===== config.mk =====
export PLATFORM = sky130hd
export DESIGN_NAME = stall_ctrl
export DESIGN_NICKNAME = d
export VERILOG_FILES = /design/src/rtl/stall_ctrl_pkg.sv /design/src/rtl/stall_ctrl_md_counter.sv /design/src/rtl/stall_ctrl.sv
export SDC_FILE = /design/constraint.sdc
export NUM_CORES = 1
export LEC_CHECK = 0
export CAP_MARGIN = 20
export CORE_MARGIN = 3
export CORE_UTILIZATION = 35
export DETAILED_ROUTE_END_ITERATION = 10
export HOLD_SLACK_MARGIN = 0.02
export PLACE_DENSITY = 0.67
export SYNTH_ARGS = -nofsm -noshare
export SYNTH_HDL_FRONTEND = slang
export SYNTH_HIERARCHICAL = 1
export SYNTH_SLANG_ARGS = --single-unit

===== constraint.sdc =====
create_clock -name clk -period 1.9 [get_ports clk]
set_clock_uncertainty 0.05 [all_clocks]
set_input_delay 0.285 -clock clk [delete_from_list [all_inputs] [get_ports clk]]
set_output_delay 0.285 -clock clk [all_outputs]
set_load 0.02 [all_outputs]

===== src/rtl/stall_ctrl_pkg.sv =====
// -----------------------------------------------------------------------------
// stall_ctrl_pkg
// Shared widths, constants and types for the stall controller.
//   TW          : Tnew/Tuse width
//   AW          : register-address width
//   CNT_W       : mult/div countdown width
//   MULT_CYCLES : busy cycles loaded for a multiply
//   DIV_CYCLES  : busy cycles loaded for a divide
//   stage_t     : one scoreboard entry (destination, write enable, Tnew)
//   STAGE_BUBBLE: empty scoreboard entry
// -----------------------------------------------------------------------------
package stall_ctrl_pkg;

  localparam int TW          = 2;
  localparam int AW          = 5;
  localparam int CNT_W       = 4;
  localparam int MULT_CYCLES = 5;
  localparam int DIV_CYCLES  = 10;

  typedef struct packed {
    logic [AW-1:0] a3;
    logic          w;
    logic [TW-1:0] tnew;
  } stage_t;

  localparam stage_t STAGE_BUBBLE = '{a3: '0, w: 1'b0, tnew: '0};

  // Remaining latency after one more stage; saturates at zero.
  function automatic logic [TW-1:0] tnew_dec(input logic [TW-1:0] t);
    return (t == '0) ? '0 : t - 1'b1;
  endfunction

endpackage


===== src/rtl/stall_ctrl_md_counter.sv =====
// -----------------------------------------------------------------------------
// md_counter
// Countdown of the remaining mult/div busy cycles.
//   clk_i     : rising-edge clock
//   reset_n_i : synchronous active-low reset (clears the count)
//   start_i   : E issues a mult/div this cycle (reloads, even when busy)
//   div_i     : 1 = divide, 0 = multiply
//   cnt_o     : remaining busy cycles
//   busy_o    : count is nonzero
// -----------------------------------------------------------------------------
module md_counter
  import stall_ctrl_pkg::*;
(
  input  logic             clk_i,
  input  logic             reset_n_i,
  input  logic             start_i,
  input  logic             div_i,
  output logic [CNT_W-1:0] cnt_o,
  output logic             busy_o
);

  logic [CNT_W-1:0] cnt_q;
  logic [CNT_W-1:0] cnt_d;

  always_comb begin
    cnt_d = cnt_q;
    if (start_i) begin
      // A new operation always wins over one still in flight.
      cnt_d = div_i ? CNT_W'(DIV_CYCLES) : CNT_W'(MULT_CYCLES);
    end else if (cnt_q != '0) begin
      cnt_d = cnt_q - 1'b1;
    end
  end

  always_ff @(posedge clk_i) begin
    if (!reset_n_i) cnt_q <= '0;
    else            cnt_q <= cnt_d;
  end

  assign cnt_o  = cnt_q;
  assign busy_o = (cnt_q != '0);

endmodule


===== src/rtl/stall_ctrl.sv =====
// -----------------------------------------------------------------------------
// stall_ctrl
// Destination scoreboard for E/M/W plus Tnew/Tuse hazard detection and the
// mult/div busy interlock of a 5-stage pipeline.
//   clk, reset_n              : clock, synchronous active-low reset
//   D_A1/D_A2, D_use_rs/rt    : D-stage source addresses and read flags
//   D_Tuse_rs/rt              : cycles until D needs each operand
//   D_A3, D_W, D_Tnew         : D-stage destination, write enable, latency
//   D_md, E_md_start, E_md_div: mult/div interlock inputs
//   A3_E/M/W, E_W/M_W/W_W     : scoreboard to the forward unit
//   Tnew_E, Tnew_M            : remaining latency in E and M
//   stall                     : freeze PC and F/D, bubble into D/E
//   md_busy, md_cnt           : mult/div unit state
// Build option: define STALL_CTRL_MD_EN to enable the mult/div counter and
// md hazard; otherwise md_cnt/md_busy read 0 and the md inputs are ignored.
// -----------------------------------------------------------------------------
module stall_ctrl
  import stall_ctrl_pkg::*;
(
  input  logic             clk,
  input  logic             reset_n,
  input  logic [AW-1:0]    D_A1,
  input  logic [AW-1:0]    D_A2,
  input  logic             D_use_rs,
  input  logic             D_use_rt,
  input  logic [TW-1:0]    D_Tuse_rs,
  input  logic [TW-1:0]    D_Tuse_rt,
  input  logic [AW-1:0]    D_A3,
  input  logic             D_W,
  input  logic [TW-1:0]    D_Tnew,
  input  logic             D_md,
  input  logic             E_md_start,
  input  logic             E_md_div,
  output logic [AW-1:0]    A3_E,
  output logic [AW-1:0]    A3_M,
  output logic [AW-1:0]    A3_W,
  output logic             E_W,
  output logic             M_W,
  output logic             W_W,
  output logic [TW-1:0]    Tnew_E,
  output logic [TW-1:0]    Tnew_M,
  output logic             stall,
  output logic             md_busy,
  output logic [CNT_W-1:0] md_cnt
);

  stage_t        e_q, e_d;
  stage_t        m_q, m_d;
  logic [AW-1:0] w_a3_q, w_a3_d;
  logic          w_w_q, w_w_d;
  logic          rs_hz, rt_hz, md_hz;

  // W is never a stall source (forwarding covers it), so only E and M count.
  function automatic logic src_hazard(input logic [AW-1:0] addr,
                                      input logic          use_src,
                                      input logic [TW-1:0] tuse,
                                      input stage_t        e,
                                      input stage_t        m);
    return use_src && (addr != '0) &&
           (((addr == e.a3) && e.w && (e.tnew > tuse)) ||
            ((addr == m.a3) && m.w && (m.tnew > tuse)));
  endfunction

`ifdef STALL_CTRL_MD_EN
  md_counter u_md_counter (
    .clk_i     (clk),
    .reset_n_i (reset_n),
    .start_i   (E_md_start),
    .div_i     (E_md_div),
    .cnt_o     (md_cnt),
    .busy_o    (md_busy)
  );

  assign md_hz = D_md && (md_busy || E_md_start);
`else
  logic md_in_unused;

  assign md_in_unused = ^{D_md, E_md_start, E_md_div};
  assign md_cnt       = '0;
  assign md_busy      = 1'b0;
  assign md_hz        = 1'b0;
`endif

  assign rs_hz = src_hazard(D_A1, D_use_rs, D_Tuse_rs, e_q, m_q);
  assign rt_hz = src_hazard(D_A2, D_use_rt, D_Tuse_rt, e_q, m_q);
  assign stall = rs_hz | rt_hz | md_hz;

  always_comb begin
    e_d = STAGE_BUBBLE;
    if (!stall) begin
      e_d.a3   = D_A3;
      // A write to $0 is discarded, so it must never look like a producer.
      e_d.w    = D_W && (D_A3 != '0);
      e_d.tnew = D_Tnew;
    end
    // M and W advance every cycle; only D/E is held back by stall.
    m_d.a3   = e_q.a3;
    m_d.w    = e_q.w;
    m_d.tnew = tnew_dec(e_q.tnew);
    w_a3_d   = m_q.a3;
    w_w_d    = m_q.w;
  end

  always_ff @(posedge clk) begin
    if (!reset_n) begin
      e_q    <= STAGE_BUBBLE;
      m_q    <= STAGE_BUBBLE;
      w_a3_q <= '0;
      w_w_q  <= 1'b0;
    end else begin
      e_q    <= e_d;
      m_q    <= m_d;
      w_a3_q <= w_a3_d;
      w_w_q  <= w_w_d;
    end
  end

  assign A3_E   = e_q.a3;
  assign E_W    = e_q.w;
  assign Tnew_E = e_q.tnew;
  assign A3_M   = m_q.a3;
  assign M_W    = m_q.w;
  assign Tnew_M = m_q.tnew;
  assign A3_W   = w_a3_q;
  assign W_W    = w_w_q;

endmodule


# Word level (Yosys, flattened, before mapping)

Cells that the tools add are included.

Flip-flop bits (word level): 22
Input bits: 29
Output and inout bits: 28
Logic and storage cells: 40

Add/sub/neg operators: 1
$lt $le $gt $ge: 4
Equal/unequal tests: 4
Bitwise operators: 2
Reduce and logical (&&, ||, !) cells: 21

Operator list:

| kind                                                                | number |
|---|---|
| 5-bit == test                                                       | 4 |
| 5-bit nonzero test                                                  | 3 |
| 1-bit logical AND                                                   | 13 |
| 2-bit greater-than comparator                                       | 4 |
| 2-bit OR reduction                                                  | 2 |
| 2-bit zero test                                                     | 1 |
| 1-bit logical OR                                                    | 2 |
| 2-bit by 1-bit subtractor with 2-bit output (second input constant) | 1 |
| 1-bit inverter                                                      | 1 |
| 1-bit OR                                                            | 1 |

# Logic depth before layout (Yosys ltp)

Depth after elaboration: 7
Mapped depth: 8
Gate-level depth less buffers: 7

# Worst setup path after synthesis

Ideal clock, no wire load.

Path type: reg2out
From: register e_q, in the netlist Tnew_E[0]
To: output port stall
Arrival: 1.660 ns
Setup slack: -0.095 ns
Cell stages (with the launch flop): 9
Cells stage by stage: dfxtp_1 -> inv_1 -> ha_1 -> nand2_1 -> nand3_1 -> nor4_1 -> o221a_2 -> buf_6 -> or2_1

Longest elaborated chain between the ends: 5
Elaborated cells on any way between the ends: 9

RTL lines:

| element                       | line              | text |
|---|---|---|
| start, declared               | stall_ctrl.sv:47  | `stage_t e_q, e_d;` |
| start signal, assigned        | stall_ctrl.sv:106 | `e_q <= STAGE_BUBBLE;` |
| start signal, assigned        | stall_ctrl.sv:111 | `e_q <= e_d;` |
| 2-bit greater-than comparator | stall_ctrl.sv:60  | `(((addr == e.a3) && e.w && (e.tnew > tuse)) \|\|` |
| 1-bit logical AND             | stall_ctrl.sv:60  |  |
| 1-bit logical OR              | stall_ctrl.sv:60  |  |
| 1-bit logical AND             | stall_ctrl.sv:59  | `return use_src && (addr != '0) &&` |
| 1-bit OR *                    | stall_ctrl.sv:86  | `assign stall = rs_hz \| rt_hz \| md_hz;` |
| end, declared                 | stall_ctrl.sv:42  | `output logic stall,` |

Mark *: on every way between the ends. The rest lies on a longest branch, timed or not.

# Final worst setup path

From: register m_q, in the netlist Tnew_M[1]
To: output port stall

Longest elaborated chain between the ends: 5
Elaborated cells on any way between the ends: 9

RTL lines:

| element                       | line              | text |
|---|---|---|
| start, declared               | stall_ctrl.sv:48  | `stage_t m_q, m_d;` |
| start signal, assigned        | stall_ctrl.sv:112 | `m_q <= m_d;` |
| 2-bit greater-than comparator | stall_ctrl.sv:61  | `((addr == m.a3) && m.w && (m.tnew > tuse)));` |
| 1-bit logical AND             | stall_ctrl.sv:61  |  |
| 1-bit logical OR              | stall_ctrl.sv:60  |  |
| 1-bit logical AND             | stall_ctrl.sv:59  |  |
| 1-bit OR *                    | stall_ctrl.sv:86  |  |

Marked as above.

==> metrics.md <==
| Metric | Value |
|---|---|
| Status | `finished with violations` |
| Failing checks | `negative setup slack` |
| Critical path endpoint category | `output pin` |
| Die width | `64 microns` |
| Total congestion overflow | `0` |
| I/O pins | `57` |
| Slew Viols, Final | `0` |
| Fillers | `288` |
| Die area | `0.00410 sq mm` |
| Vias in the first global route | `1137` |
| Area occupied by multi-input gates | `751 sq um` |
| Req. time, crit path | `1.56 ns` |
| Slew headroom | `63.7%` |
| CTS sink cnt | `22` |
| Final WL | `3300 microns` |
| Layout area overhead | `69.6%` |
| Worst Setup Start Kind | `flip-flop` |
| Maxcap violations | `0` |
| Routed len/inst | `13.5 microns` |
| Post-Synthesis Cell Area | `0.00118 sq mm` |
| Vias per cell | `4.43` |
| CP max FO | `3` |
| Final #Nets | `240` |
| Peak supply drop | `0.000294 V` |
| RSZ-0062 raised after global routing | `yes` |
| Max Clk Rate | `0.464 GHz` |
| Setup violators final | `1` |
| Setup WS pre-CTS | `-0.861 ns` |
| Final count of hold timing violations | `0` |
| Global-route wire length before repair | `5610 microns` |
| Pleak | `0.852 nW` |
| Pwr/cell area | `533 mW/mm^2` |
| Worst Hold Class | `in2reg` |
| TritonCTS clock tree | `done` |
| Vias | `1085` |
| Initial antenna violation count | `0` |
| Initial Util | `37.6%` |
| Most frequent cells in the layout | `34 x clkdlybuf4s50_1, 27 x buf_4, 17 x dfxtp_1` |
| Cells after synthesis | `127` |
| Largest net degree at the start of global routing | `16` |
| Total power | `1.06 mW` |
| Worst-path clk slew | `0.13 ns` |
| Seq cells post-synth | `22` |
| Number of antenna diodes | `0` |
| Synth warn | `6` |
| Worst-skew pair later-pin latency | `0.31 ns` |
| # rows | `20` |
| Drt first pass iters | `2` |
| DRC | `0` |
| Total CTS buffers | `3` |
| Commonest non-fill, non-tap cell in the layout | `clkdlybuf4s50_1` |
| Crit path arrival time | `1.82 ns` |
| Iteration-0 DRC Markers | `33` |
| Worst hold slack | `0.447 ns` |
| Ratio of final minimum period to clock period | `113%` |
| Die Ht | `64 microns` |
| Total track usage | `17.5%` |
| CTS HTree Levels | `1` |
| FF/Latch Area | `449 sq um` |
| Layout cells sized above 1 | `30.3%` |
| Port Buffers | `48` |
| Core ar. | `0.00313 sq mm` |
| Worst-margin pin slew | `0.542 ns` |
| Setup CP Type | `reg2out` |
| Mean Syn Cell Area | `9.27 sq um` |
| Hold buffer count at CTS | `0` |
| Placer Congestion | `0.893` |
| CTS Buffer Depth | `2` |
| Clk root buf | `clkbuf_4` |
| Tmin final | `2.15 ns` |
| Routed Antenna Nets | `0` |
| Distinct cells, synth | `23` |
| Worst Slack Setup Final | `-0.253 ns` |
| Sequential cell area fraction in the yosys report | `37.4%` |
| Dpl hpwl | `2740 microns` |
cell usage after synthesis:
library cell / instances / area [sq um]
nor3_1: 2 / 10.0
nand3_1: 8 / 40.0
o221a_2: 1 / 11.3
buf_4: 5 / 37.5
nor3_2: 6 / 60.1
o221a_1: 1 / 11.3
clkbuf_1: 2 / 7.51
inv_1: 9 / 33.8
conb_1: 1 / 3.75
a21oi_1: 4 / 20.0
dfxtp_1: 22 / 440
ha_1: 9 / 113
buf_6: 2 / 22.5
xnor2_1: 16 / 140
nor4_1: 4 / 25.0
o211ai_1: 1 / 7.51
nand2b_1: 1 / 6.26
or4_1: 3 / 22.5
nor2_1: 2 / 7.51
or2_1: 1 / 6.26
nand2_1: 11 / 41.3
and2_1: 12 / 75.1
xor2_1: 4 / 35.0
flip-flops by register name, summed over array words and instances (netlist names):
signal / flops
A3_M: 5
M_W: 1
E_W: 1
W_W: 1
Tnew_M: 2
A3_E: 5
Tnew_E: 2
A3_W: 5
power breakdown:
| part | switching (mW) | leakage, nW | internal [mW] |
|---|---|---|---|
| clock network | 0.143 | 0.0210 | 0.117 |
| registers | 0.0217 | 0.183 | 0.482 |
| logic | 0.134 | 0.648 | 0.166 |
| total | 0.299 | 0.852 | 0.765 |
metrics by stage:
| stage | std cells | TNS [ns] | utilization, % | instance area [sq um] |
|---|---|---|---|---|
| after floorplan | 131 | 0 | - | 1200 |
| after global placement | 240 | -2.34 | 59.4 | 1860 |
| after detailed placement | 240 | -2.67 | 59.4 | 1860 |
| after CTS | 245 | -0.282 | 63.7 | 1990 |
| after global routing | 245 | -0.357 | 63.8 | 2000 |
| final | 245 | -0.253 | 63.8 | 2000 |
kinds of logic (layout without fill, tap and decap cells):
group                    count (synthesis)  in the layout  synth area share, %
adder cells (fa/ha/maj)                  9              9                 9.56
AO/OA/AOI/OAI                            7              7                 4.25
XOR/XNOR                                20             20                 14.9
flip-flops                              22             22                 37.4
buffers and inverters                   18             88                 8.61
AND/OR/NAND/NOR                         50             50                 25.0
other                                    1              5                0.319
layer usage:
| metal | wire, microns | GRT usage (%) | share of wire [%] | vias up |
|---|---|---|---|---|
| met5 | 0 | 0 | 0 | - |
| li1 | - | - | - | 560 |
| met1 | 1440 | 21.1 | 44 | 490 |
| met3 | 124 | 1.93 | 3.8 | 2 |
| met4 | 27 | 6.47 | 0.82 | 0 |
| met2 | 1700 | 31.4 | 52 | 33 |
area by class of cell:
type	instances	share of cell area, %
well taps	44	2.76
flip-flops and latches	22	22.5
clock buffers	4	1.82
repair buffers	75	33.6
inverters	9	1.69
multi-input cells	91	37.6
repair_timing:
action                     in CTS  in global routing
pin swaps                       7                  2
setup endpoints to repair       1                  1
resized for setup              37                  3
buffers inserted                1                  0
worst max-delay path: stages (launching register included):
cell,delay [ns]
dfxtp_2,0.42
ha_4,0.22
a21oi_2,0.15
nor4_2,0.06
o221a_2,0.26
or2_4,0.26
buf_6,0.13
path summary, 6_finish.rpt:
kind              startpoint        end  slack, ns  cells after the start
setup / recovery   Tnew_M[1]      stall      -0.25                      6
hold / removal     D_Tnew[1]  Tnew_E[1]       0.45                      3
setup reg to reg   Tnew_E[0]  Tnew_E[1]       0.26                      8
hold reg to reg    Tnew_E[0]  Tnew_M[0]       0.46                      2
(Power assumes the default switching activity.)
